File: src/rtl/time_counter_pkg.sv
// Shared types and defaults for the cascaded modulo time counter.
// Default chain is SS:MM style: units mod 10, tens mod 6 (digit 0 in the low bits).
package time_counter_pkg;

    localparam int DEF_DIGIT_W    = 4;
    localparam int DEF_NUM_DIGITS = 4;

    localparam logic [DEF_NUM_DIGITS*DEF_DIGIT_W-1:0] DEF_MODULI = {4'd6, 4'd10, 4'd6, 4'd10};

    typedef logic [DEF_DIGIT_W-1:0] digit_t;

    typedef enum logic {
        DIR_DOWN = 1'b0,
        DIR_UP   = 1'b1
    } count_dir_e;

endpackage

File: src/rtl/mod_digit.sv
// Single modulo-N digit: clear > load > step, wraps at its modulus in either direction.
// terminal flags the carry/borrow condition for the next digit up the chain.
module mod_digit
    import time_counter_pkg::*;
#(
    parameter int DIGIT_W = DEF_DIGIT_W,
    parameter int MODULUS = 10
) (
    input  logic               clk,
    input  logic               reset,
    input  logic               step_in,
    input  count_dir_e         dir,
    input  logic               clear,
    input  logic               load,
    input  logic [DIGIT_W-1:0] load_digit,
    output logic [DIGIT_W-1:0] value,
    output logic               terminal
);

    if (MODULUS < 2 || MODULUS > (2**DIGIT_W) - 1) begin : g_bad_modulus
        $error("mod_digit: MODULUS %0d out of range for DIGIT_W %0d", MODULUS, DIGIT_W);
    end

    localparam logic [DIGIT_W-1:0] MAX_V = DIGIT_W'(MODULUS - 1);

    logic [DIGIT_W-1:0] value_next;

    always_comb begin
        terminal = (dir == DIR_UP) ? (value == MAX_V) : (value == '0);
    end

    always_comb begin
        value_next = value;
        if (clear) begin
            value_next = '0;
        end else if (load) begin
            value_next = load_digit;
        end else if (step_in) begin
            if (dir == DIR_UP) begin
                value_next = terminal ? '0 : value + 1'b1;
            end else begin
                value_next = terminal ? MAX_V : value - 1'b1;
            end
        end
    end

    always_ff @(posedge clk or posedge reset) begin
        if (reset) begin
            value <= '0;
        end else begin
            value <= value_next;
        end
    end

endmodule

File: src/rtl/cascade_time_counter.sv
// Cascaded modulo digit counter with ripple carry/borrow, validated load and wrap pulse.
// Optional macro COUNTDOWN_HALT_EN: down-count stops (halts) at zero instead of wrapping.
module cascade_time_counter
    import time_counter_pkg::*;
#(
    parameter int                                NUM_DIGITS = DEF_NUM_DIGITS,
    parameter int                                DIGIT_W    = DEF_DIGIT_W,
    parameter logic [NUM_DIGITS*DIGIT_W-1:0]     MODULI     = DEF_MODULI
) (
    input  logic                          clk,
    input  logic                          reset,
    input  logic                          tick_en,
    input  logic                          run,
    input  logic                          dir,
    input  logic                          clear,
    input  logic                          load,
    input  logic [NUM_DIGITS*DIGIT_W-1:0] load_val,
    output logic [NUM_DIGITS*DIGIT_W-1:0] digits,
    output logic                          wrap,
    output logic                          all_zero,
    output logic                          load_err
);

    count_dir_e              dir_e;
    logic [NUM_DIGITS-1:0]   terminal;
    logic [NUM_DIGITS-1:0]   step;
    logic [NUM_DIGITS-1:0]   digit_ok;
    logic                    load_legal;
    logic                    load_apply;
    logic                    count_en;
    logic                    halt_block;
    logic                    down_wrap;
    logic                    wrap_next;

    assign dir_e = count_dir_e'(dir);

    for (genvar i = 0; i < NUM_DIGITS; i++) begin : g_digit
        assign digit_ok[i] = load_val[i*DIGIT_W +: DIGIT_W] < MODULI[i*DIGIT_W +: DIGIT_W];

        if (i == 0) begin : g_lsd
            assign step[i] = count_en;
        end else begin : g_upper
            assign step[i] = step[i-1] & terminal[i-1];
        end

        mod_digit #(
            .DIGIT_W (DIGIT_W),
            .MODULUS (int'(MODULI[i*DIGIT_W +: DIGIT_W]))
        ) u_digit (
            .clk        (clk),
            .reset      (reset),
            .step_in    (step[i]),
            .dir        (dir_e),
            .clear      (clear),
            .load       (load_apply),
            .load_digit (load_val[i*DIGIT_W +: DIGIT_W]),
            .value      (digits[i*DIGIT_W +: DIGIT_W]),
            .terminal   (terminal[i])
        );
    end

    assign load_legal = &digit_ok;
    assign load_apply = load & load_legal;
    assign all_zero   = (digits == '0);

`ifdef COUNTDOWN_HALT_EN
    logic halt;
    logic land_zero;

    // A down step lands on zero exactly when the current count is 1 (digit 0 is 1, the rest 0).
    always_comb begin
        land_zero = (digits[DIGIT_W-1:0] == DIGIT_W'(1));
        for (int unsigned i = 1; i < NUM_DIGITS; i++) begin
            land_zero = land_zero & (digits[i*DIGIT_W +: DIGIT_W] == '0);
        end
    end

    assign halt_block = halt & (dir_e == DIR_DOWN);
    assign down_wrap  = land_zero;

    always_ff @(posedge clk or posedge reset) begin
        if (reset) begin
            halt <= 1'b0;
        end else if (clear) begin
            halt <= 1'b0;
        end else if (load) begin
            if (load_legal) begin
                halt <= 1'b0;
            end
        end else if (count_en) begin
            halt <= (dir_e == DIR_DOWN) ? land_zero : 1'b0;
        end
    end
`else
    assign halt_block = 1'b0;
    assign down_wrap  = &terminal;
`endif

    assign count_en  = tick_en & run & ~clear & ~load & ~halt_block;
    assign wrap_next = count_en & ((dir_e == DIR_UP) ? (&terminal) : down_wrap);

    always_ff @(posedge clk or posedge reset) begin
        if (reset) begin
            wrap     <= 1'b0;
            load_err <= 1'b0;
        end else begin
            wrap     <= wrap_next;
            load_err <= ~clear & load & ~load_legal;
        end
    end

endmodule

File: config.mk
export PLATFORM = sky130hd
export DESIGN_NAME = cascade_time_counter
export DESIGN_NICKNAME = d
export VERILOG_FILES = /design/src/rtl/time_counter_pkg.sv /design/src/rtl/mod_digit.sv /design/src/rtl/cascade_time_counter.sv
export SDC_FILE = /design/constraint.sdc
export NUM_CORES = 1
export LEC_CHECK = 0
export CORE_ASPECT_RATIO = 1.2
export CORE_UTILIZATION = 50
export DETAILED_ROUTE_END_ITERATION = 8
export MAX_ROUTING_LAYER = met4
export PLACE_DENSITY_LB_ADDON = 0.08
export SLEW_MARGIN = 20
export SYNTH_ARGS = -nofsm -noshare
export SYNTH_HDL_FRONTEND = slang
export SYNTH_HIERARCHICAL = 1
export SYNTH_SLANG_ARGS = --single-unit
export TNS_END_PERCENT = 50
File: constraint.sdc
create_clock -name clk -period 3.25 [get_ports clk]
set_input_delay 0.65 -clock clk [delete_from_list [all_inputs] [get_ports clk]]
set_output_delay 0.65 -clock clk [all_outputs]
set_load 0.005 [all_outputs]
==> results of run 1 <==
## kinds of logic (layout without fill, tap and decap cells)
family | count (synthesis) | count (layout) | share of synthesized area [%]
simple gates | 88 | 88 | 31.0
compound gates | 65 | 65 | 24.7
buf+inv | 32 | 72 | 8.82
flops | 18 | 18 | 25.2
fa+ha+maj | 12 | 12 | 8.40
xor+xnor | 4 | 4 | 1.96
## power by group through the flow
| stage | Sequential (mW) | Clock, mW | Combinational (mW) |
|---|---|---|---|
| 6_report | 0.252 | 0.186 | 0.169 |
| 4_1_cts | 0.252 | 0.190 | 0.169 |
| 2_1_floorplan | 0.251 | 0 | 0.0952 |
| 3_5_place_dp | 0.257 | 0 | 0.168 |
| 5_1_grt | 0.255 | 0.199 | 0.186 |
| 3_3_place_gp | 0.257 | 0 | 0.167 |
## synthesized netlist by cell type, types with 5 or more instances
library cell and number:
nor2b_1 6, inv_1 22, nor3_1 12, nand2b_1 10
o21ai_0 8, buf_2 6, a211oi_1 5, dfrtp_1 18
nand2_1 11, or3_1 6, a21oi_1 24, ha_1 12
## final cells by class
cell class | count | area [sq um] | share of cell area [%]
Multi-Input combinational cell | 169 | 1180 | 52.2
Timing Repair Buffer | 46 | 448 | 19.8
Clock buffer | 4 | 55.1 | 2.43
Sequential cell | 18 | 450 | 19.9
Tap cell | 37 | 46.3 | 2.05
Inverter | 22 | 82.6 | 3.65
## routing by layer
layer | wire length (um) | track usage, % | vias up
met3 | 125 | 1.53 | 8
met1 | 2140 | 33.4 | 827
li1 | - | - | 890
met4 | 82 | 8.23 | 0
met2 | 2090 | 41.3 | 49
met5 | 0 | - | -
## layout by cell type, fill, tap and decap left out, types with 5 or more instances in the layout
cell,Yosys,final
clkdlybuf4s50_1,0,41
a21oi_1,24,24
inv_1,22,22
dfrtp_1,18,18
nor3_1,12,12
ha_1,12,12
nand2_1,11,11
nand2b_1,10,10
o21ai_0,8,8
or3_1,6,6
nor2b_1,6,6
a211oi_1,5,5
buf_4,0,5
## registers in the layout, summed over array words and instances (netlist names)
| name | cells |
|---|---|
| g_digit.u_digit/value | 16 |
| wrap | 1 |
| load_err | 1 |
## final timing paths
| kind | endpoint | slack (ns) |
|---|---|---|
| max | g_digit[3].u_digit/value[3]$_DFFE_PP0P_ | 0.53 |
| min | g_digit[3].u_digit/value[0]$_DFFE_PP0P_ | 0.70 |
| max reg2reg | g_digit[3].u_digit/value[3]$_DFFE_PP0P_ | 0.74 |
| min reg2reg | g_digit[3].u_digit/value[0]$_DFFE_PP0P_ | 0.70 |
| max in group asynchronous | g_digit[2].u_digit/value[1]$_DFFE_PP0P_ | 2.30 |
| min in group asynchronous | load_err$_DFF_PP0_ | 0.76 |
## stage by stage
stage,worst slack [ns],total power [mW],hold WS (ns),area [sq um]
final,0.526,0.607,0.696,2260
after floorplan,0.921,0.347,0.391,1790
after CTS,0.541,0.611,0.686,2260
after global routing,0.330,0.639,0.773,2260
after global placement,0.343,0.423,0.682,2210
after detailed placement,0.279,0.424,0.675,2210
## worst max-delay path, stage by stage
cell             delay (ns)
clkdlybuf4s50_1        0.60
buf_4                  0.27
nand3_1                0.13
a21oi_2                0.18
and3_4                 0.24
and2_2                 0.20
nand2b_1               0.07
a21o_1                 0.17
nor4b_1                0.26
or3_1                  0.15
==> flow_metrics.py, run 1 <==
metrics = {
    "setup_path": {
        "crit_required_ns": 3.45,
        "cp_max_fo": 17,
        "rr_worst_depth": 10,
        "critical_path_class": "in -> reg",
        "endpoint_kind": "flop",
        "cp_data_arrival_time_ns": 2.92,
        "critPathLaunch": "dir",
        "start_kind": "input pin",
        "r2r_start": "g_digit[0].u_digit/value[0]$_DFFE_PP0P_",
    },
    "yosys": {
        "syn_nets": 254,
        "synthTopCellsByArea": "dfrtp_1, ha_1, a21oi_1",
        "synth.ff_latch_count": 18,
        "syn_inst": 219,
        "netlist_area_sq_mm": 0.00179,
        "synthFlopType": "dfrtp_1",
        "synth_edf_count": 0,
        "syn_area_per_cell_sq_um": 8.16,
        "synth.largest_area_cell": "dfrtp_1",
        "yosysTopAreaCellShare_pct": 25.2,
        "ys_types": 46,
        "yosysSeqAreaShare_pct": 25.2,
        "async_reset_ff_share_pct": 100,
        "yosys_warnings": 6,
    },
    "place": {
        "dp_cells": 292,
        "gp_congestion": 0.886,
        "io_buffers": 41,
        "hpwlAfterDp_mm": 3.33,
    },
    "power": {
        "swShare_pct": 28.8,
        "p_seq_share_pct": 41.6,
        "switchingPower_uw": 175,
        "p_int_uw": 432,
        "power.leakage_nw": 0.923,
        "comb_power_share_pct": 27.8,
        "clock_power_share_pct": 30.6,
        "power_density_mw_per_mm2": 268,
        "vdd_ir_drop_max_mv": 0.244,
    },
    "routing": {
        "routed-via-count": 1774,
        "first_pass_iters": 4,
        "wirelength_mm": 4.44,
        "antenna_left": 0,
        "drc": 0,
        "wl_per_cell_um": 15.0,
        "via_per_inst": 5.99,
        "initialDrtViolationCount": 51,
    },
    "cts": {
        "cts_resized": 0,
        "cts_made_buffers": 3,
        "insertion_delay_ns": 0.25,
        "clk_pin_slew_worst_paths_ns": 0.07,
        "cts_tree": "yes",
        "clk_path_buf_depth": 2,
        "cts-root-buf": "clkbuf_8",
        "post-cts-setup-buffer-count": 0,
        "cts_max_level": 1,
        "cts_hold_buf": 0,
        "cts_sinks": 18,
    },
    "sta": {
        "finalSetupTns_ns": 0,
        "max_slew.worst_pin.slew_ns": 0.399,
        "setup_violations": 0,
        "min_period_ns": 2.72,
        "report.final.slew_viol_count": 0,
        "skew_ns": 0.00279,
        "fmax_ghz": 0.367,
        "grt_setup_unrepaired": "false",
        "maxSlewHeadroom_pct": 73.2,
        "fin_crit_sh_pct": 83.8,
        "hold_viol_final": 0,
    },
    "floorplanning": {
        "rows": 23,
        "dieArea_sq_mm": 0.00382,
        "core_sq_mm": 0.00337,
        "die_h_um": 67.5,
        "die_x_um": 56.6,
        "start_util_pct": 53.1,
        "io-pin-count": 42,
    },
    "grt": {
        "grt_pass1_vias": 1594,
        "antenna_found_initial": 0,
        "grt_pass1_wl_mm": 7.43,
        "grtUsageTotal_pct": 25.2,
        "grt_max_degree": 22,
        "grt.overflow.total": 0,
    },
    "cells_and_area": {
        "nFillCells": 294,
        "syn_to_final_growth_pct": 26.7,
        "fin_util_pct": 67.2,
        "drive_gt1_share_pct": 10.0,
        "nets": 295,
        "antenna_cells": 0,
        "final_cell_count_no_fill": 296,
    },
    "worst_hold_path": {
        "hp-class": "reg -> reg",
        "min_path_cells": 2,
        "holdCritStartpoint": "g_digit[3].u_digit/value[0]$_DFFE_PP0P_",
    },
    "job": {
        "drv_cap": 0,
    },
    "run_status": {
        "status": "completed",
    },
}
Note: power is estimated with default switching activity, not from simulation.
==> inputs of run 2 (changes only) <==
- clock period: 3.25 -> 2.74 ns (I/O delays scaled with it)
==> flow_metrics.py, run 2 (synthesis results as in run 1) <==
metrics = {
    "sta": {
        "report.final.slew_viol_count": 0,
        "setup_ws_ns": 0.266,
        "maxSlewHeadroom_pct": 73.2,
        "hold_viol_final": 0,
        "min_period_ns": 2.47,
        "max_slew.worst_pin.slew_ns": 0.398,
        "finalSetupTns_ns": 0,
        "fmax_ghz": 0.404,
        "setup_violations": 0,
        "fin_crit_sh_pct": 90.3,
        "skew_ns": 0.00489,
        "grt_setup_unrepaired": "false",
    },
    "floorplanning": {
        "rows": 23,
        "io-pin-count": 42,
        "start_util_pct": 53.1,
        "dieArea_sq_mm": 0.00382,
        "die_x_um": 56.6,
        "die_h_um": 67.5,
        "core_sq_mm": 0.00337,
    },
    "place": {
        "io_buffers": 41,
        "dp_cells": 301,
        "gp_congestion": 0.905,
        "place_ws_ns": -0.00449,
        "hpwlAfterDp_mm": 3.47,
    },
    "cells_and_area": {
        "top_register": "g_digit.u_digit/value",
        "final_common_cell": "clkdlybuf4s50_1",
        "largest_reg_flops": 16,
        "reg_top3": "g_digit.u_digit/value (16), load_err (1), wrap (1)",
        "syn_to_final_growth_pct": 30.5,
        "final_cell_count_no_fill": 305,
        "nets": 304,
        "fin_util_pct": 69.2,
        "antenna_cells": 0,
        "drive_gt1_share_pct": 13.1,
        "mostFrequentLayoutCells": "clkdlybuf4s50_1, a21oi_1, inv_1",
    },
    "setup_path": {
        "cp_data_arrival_time_ns": 2.67,
        "r2r_start": "g_digit[0].u_digit/value[1]$_DFFE_PP0P_",
        "worst_path_max_delay_cell": "clkdlybuf4s50_1",
        "cp_cell_sequence": "clkdlybuf4s50_1, buf_4, nand3_1, a21oi_2, and3_4, and2_2, nand2b_1, a21o_1, nor4b_1, or3_1",
        "endpoint_kind": "flop",
        "slowest_delay_ns": 0.54,
        "cp_max_fo": 13,
        "critical_path_class": "in -> reg",
        "critPathLaunch": "dir",
        "crit_required_ns": 2.94,
        "start_kind": "input pin",
    },
    "cts": {
        "cts_sinks": 18,
        "cts_tree": "yes",
        "cts_max_level": 1,
        "insertion_delay_ns": 0.25,
        "post-cts-setup-buffer-count": 0,
        "cts_made_buffers": 3,
        "clk_pin_slew_worst_paths_ns": 0.07,
        "cts-root-buf": "clkbuf_8",
        "clk_path_buf_depth": 2,
        "cts_hold_buf": 0,
        "cts_resized": 0,
    },
    "power": {
        "vdd_ir_drop_max_mv": 0.186,
        "power.leakage_nw": 0.971,
        "power_density_mw_per_mm2": 310,
    },
    "routing": {
        "wirelength_mm": 4.50,
        "initialDrtViolationCount": 86,
        "routed-via-count": 1828,
        "via_per_inst": 5.99,
        "drc": 0,
        "antenna_left": 0,
        "wl_per_cell_um": 14.8,
        "first_pass_iters": 4,
    },
    "grt": {
        "antenna_found_initial": 0,
        "grt.overflow.total": 0,
        "grt_pass1_vias": 1646,
        "grtUsageTotal_pct": 26.0,
        "grt_max_degree": 22,
        "grt_pass1_wl_mm": 7.62,
    },
    "job": {
        "drv_cap": 0,
    },
    "run_status": {
        "status": "completed",
    },
    "worst_hold_path": {
        "hp-class": "in -> async",
    },
}
==> run 2: cell count changes in the layout (fill, tap and decap cells not counted) <==
cell / previous run / this run
buf_4: 5 / 14
==> run 2: per-stage QoR <==
| step | hold WS, ns | total power, mW | instance area [sq um] |
|---|---|---|---|
| after CTS | 0.610 | 0.732 | 2330 |
| after detailed placement | 0.659 | 0.510 | 2280 |
| after global placement | 0.654 | 0.510 | 2280 |
| after global routing | 0.636 | 0.768 | 2330 |
| after floorplan | 0.289 | 0.411 | 1790 |
| final | 0.616 | 0.724 | 2330 |
==> run 2: report_power, final <==
group	switching (mW)	internal (mW)
Sequential	0.0213	0.275
Clock	0.0903	0.128
Combinational	0.0931	0.116
==> run 2: worst max-delay path: cells and delay by family <==
kind                   cells  cell delay [ns]
and+or+nand+nor            6             1.02
AOI/OAI and AO/OA          2             0.35
buffers and inverters      2             0.75
==> run 2: final cells by class <==
| class | count | area, sq um |
|---|---|---|
| sequential | 18 | 450 |
| clock buffer | 4 | 55.1 |
| multi-input combinational | 169 | 1180 |
| inverter | 22 | 82.6 |
| fill | 302 | 1040 |
| timing repair buffer | 55 | 515 |
| tap | 37 | 46.3 |
==> run 2: final timing paths <==
path / slack [ns] / to / cells after the start
setup reg to reg: 0.35 / g_digit[3].u_digit/value[3]$_DFFE_PP0P_ / 10
min in group clk: 0.67 / g_digit[0].u_digit/value[0]$_DFFE_PP0P_ / 4
hold reg to reg: 0.67 / g_digit[0].u_digit/value[0]$_DFFE_PP0P_ / 4
setup / recovery: 0.27 / g_digit[3].u_digit/value[3]$_DFFE_PP0P_ / 10
hold / removal: 0.62 / load_err$_DFF_PP0_ / 2
max in group asynchronous: 1.92 / g_digit[0].u_digit/value[1]$_DFFE_PP0P_ / 2
==> run 2: per-layer routing <==
layer,routed length (um),track usage [%],vias up
met1,2010,34.0,866
met3,160,0.766,4
met2,2280,43.8,54
met4,48,8.54,0
met5,0,-,-
li1,-,-,904
==> inputs of run 3 (changes only) <==
- CAP_MARGIN: not set -> 5
- SYNTH_HIERARCHICAL: 1 -> not set
==> flow_metrics.py, run 3 <==
metrics = {
    "run_status": {
        "status": "completed",
    },
    "routing": {
        "initialDrtViolationCount": 75,
        "first_pass_iters": 4,
        "antenna_left": 0,
        "wl_per_cell_um": 16.9,
        "drc": 0,
        "via_per_inst": 6.32,
        "wirelength_mm": 4.77,
        "routed-via-count": 1781,
    },
    "job": {
        "drv_cap": 0,
    },
    "power": {
        "clock_power_share_pct": 22.7,
        "vdd_ir_drop_max_mv": 0.194,
        "swShare_pct": 31.2,
        "p_seq_share_pct": 46.9,
        "power_uw": 614,
        "p_int_uw": 422,
        "comb_power_share_pct": 30.4,
        "switchingPower_uw": 192,
        "power_density_mw_per_mm2": 283,
        "power.leakage_nw": 0.878,
    },
    "cts": {
        "insertion_delay_ns": 0.30,
        "clk_pin_slew_worst_paths_ns": 0.11,
        "cts_made_buffers": 3,
        "cts_hold_buf": 0,
        "cts_sinks": 18,
        "cts_tree": "yes",
        "clk_path_buf_depth": 2,
        "post-cts-setup-buffer-count": 0,
        "cts-root-buf": "clkbuf_4",
        "cts_max_level": 1,
    },
    "grt": {
        "antenna_found_initial": 0,
        "grt_pass1_vias": 1770,
        "grtUsageTotal_pct": 28.4,
        "grt_max_degree": 22,
        "grt.overflow.total": 0,
        "grt_pass1_wl_mm": 8.07,
    },
    "setup_path": {
        "worst_path_max_delay_cell": "dfrtp_2",
        "crit_required_ns": 2.19,
        "critical_path_class": "reg -> out",
        "reg2reg_to": "g_digit[2].u_digit.value[1]$_DFFE_PP0P_",
        "start_kind": "flop",
        "cp_data_arrival_time_ns": 1.86,
        "slowest_delay_ns": 0.47,
        "r2r_start": "g_digit[0].u_digit.value[0]$_DFFE_PP0P_",
        "critPathLaunch": "g_digit[3].u_digit.value[0]$_DFFE_PP0P_",
        "cp_max_fo": 7,
        "rr_worst_depth": 7,
        "rrSetupSlack_ns": 0.40,
        "cp_cell_sequence": "inv_1, ha_1, nand2b_1, nor2_2, nand4b_1, nor4_2, dlymetal6s2s_1",
        "endpoint_kind": "output port",
    },
    "yosys": {
        "yosys_warnings": 0,
        "synth.ff_latch_count": 18,
        "synthTopCellsByArea": "dfrtp_1, ha_1, nand2_1",
        "yosys-top-cells-count": "nand2_1, dfrtp_1, nor2_1",
        "synthFlopType": "dfrtp_1",
        "yosysSeqAreaShare_pct": 26.3,
        "synth_edf_count": 0,
        "netlist_area_sq_mm": 0.00171,
        "yosysMostFrequentCell": "nand2_1",
        "syn_area_per_cell_sq_um": 8.27,
        "syn_inst": 207,
        "async_reset_ff_share_pct": 100,
        "synth.largest_area_cell": "dfrtp_1",
        "yosysTopAreaCellShare_pct": 26.3,
        "ys_types": 57,
        "syn_nets": 242,
    },
    "worst_hold_path": {
        "hp-class": "reg -> reg",
        "min_path_cells": 1,
        "holdCritStartpoint": "g_digit[3].u_digit.value[3]$_DFFE_PP0P_",
        "hold_end": "wrap$_DFF_PP0_",
    },
    "floorplanning": {
        "core_sq_mm": 0.00317,
        "start_util_pct": 54.1,
        "rows": 22,
        "dieArea_sq_mm": 0.00366,
        "die_x_um": 55.4,
        "die_h_um": 66.1,
        "io-pin-count": 42,
    },
    "sta": {
        "setup_violations": 0,
        "worst_hold_slack_ns": 0.641,
        "fmax_ghz": 0.415,
        "skew_ns": 0.00176,
        "maxSlewHeadroom_pct": 49.4,
        "hold_viol_final": 0,
        "fin_crit_sh_pct": 88.0,
        "min_period_ns": 2.41,
        "report.final.slew_viol_count": 0,
        "max_slew.worst_pin.slew_ns": 0.758,
        "setup_ws_ns": 0.328,
        "finalSetupTns_ns": 0,
        "grt_setup_unrepaired": "false",
    },
    "cells_and_area": {
        "reg_top3": "g_digit.u_digit.value (16), load_err (1), wrap (1)",
        "mostFrequentLayoutCells": "clkdlybuf4s50_1, nand2_1, nor2_1",
        "largest_reg_flops": 16,
        "syn_to_final_growth_pct": 26.9,
        "antenna_cells": 0,
        "drive_gt1_share_pct": 12.2,
        "fin_util_pct": 68.7,
        "top_register": "g_digit.u_digit.value",
        "final_common_cell": "clkdlybuf4s50_1",
        "nets": 283,
    },
    "place": {
        "place_ws_ns": 0.0997,
        "hpwlAfterDp_mm": 3.55,
        "io_buffers": 41,
        "gp_congestion": 0.903,
    },
}
[run 3: critical path, delay by kind of cell (launching register included)]
family	cells	cell delay, ns
DFF	1	0.47
adders and majority gates	1	0.19
and+or+nand+nor	4	0.65
buffers and inverters	2	0.25
[run 3: cell type report]
class | count | area (sq um)
multi-input combinational | 161 | 1120
clock buffer | 3 | 22.5
tap | 36 | 45.0
inverter | 15 | 56.3
fill | 292 | 992
timing repair buffer | 49 | 473
sequential | 18 | 454
[run 3: kinds of logic after synthesis]
| kind of cell | count (synthesis) | synth area share (%) |
|---|---|---|
| xor+xnor | 5 | 2.56 |
| compound gates | 64 | 26.7 |
| buf+inv | 28 | 8.84 |
| fa+ha+maj | 12 | 8.77 |
| simple gates | 75 | 23.8 |
| flops | 18 | 26.3 |
| mux | 5 | 2.99 |
[run 3: power by group through the flow]
stage / clock network [mW] / registers (mW) / logic [mW]
2_1_floorplan: 0 / 0.287 / 0.105
5_1_grt: 0.147 / 0.290 / 0.205
3_3_place_gp: 0 / 0.291 / 0.179
6_report: 0.139 / 0.288 / 0.187
3_5_place_dp: 0 / 0.292 / 0.184
4_1_cts: 0.142 / 0.288 / 0.187
[run 3: how the worst max path moves through the flow]
stage / depth (start not counted) / end / slack, ns
finish: 7 / all_zero / 0.33
global route: 6 / all_zero / 0.17
CTS: 6 / all_zero / 0.02
detailed placement: 7 / g_digit[2].u_digit.value[1]$_DFFE_PP0P_ / 0.1
global placement: 7 / g_digit[2].u_digit.value[1]$_DFFE_PP0P_ / 0.20
floorplan: 7 / g_digit[2].u_digit.value[0]$_DFFE_PP0P_ / 0.67
[run 3: stage by stage]
step                      cell area [sq um]  cells
after global placement                 2130    279
after floorplan                        1710    207
after CTS                              2170    282
final                                  2170    282
after global routing                   2170    282
after detailed placement               2130    279
[run 3: metal layers]
metal	GRT usage, %	vias to the layer above	part of all wire [%]
li1	-	856	-
met1	32.5	832	43
met2	50.0	80	49
met3	2.94	13	5.7
met4	13.4	0	2.3
met5	-	-	0
[run 3: timing repair]
item	4_1_cts	5_1_grt
resized for setup	6	1
pin swaps	0	1
endpoints found under the setup margin	1	1
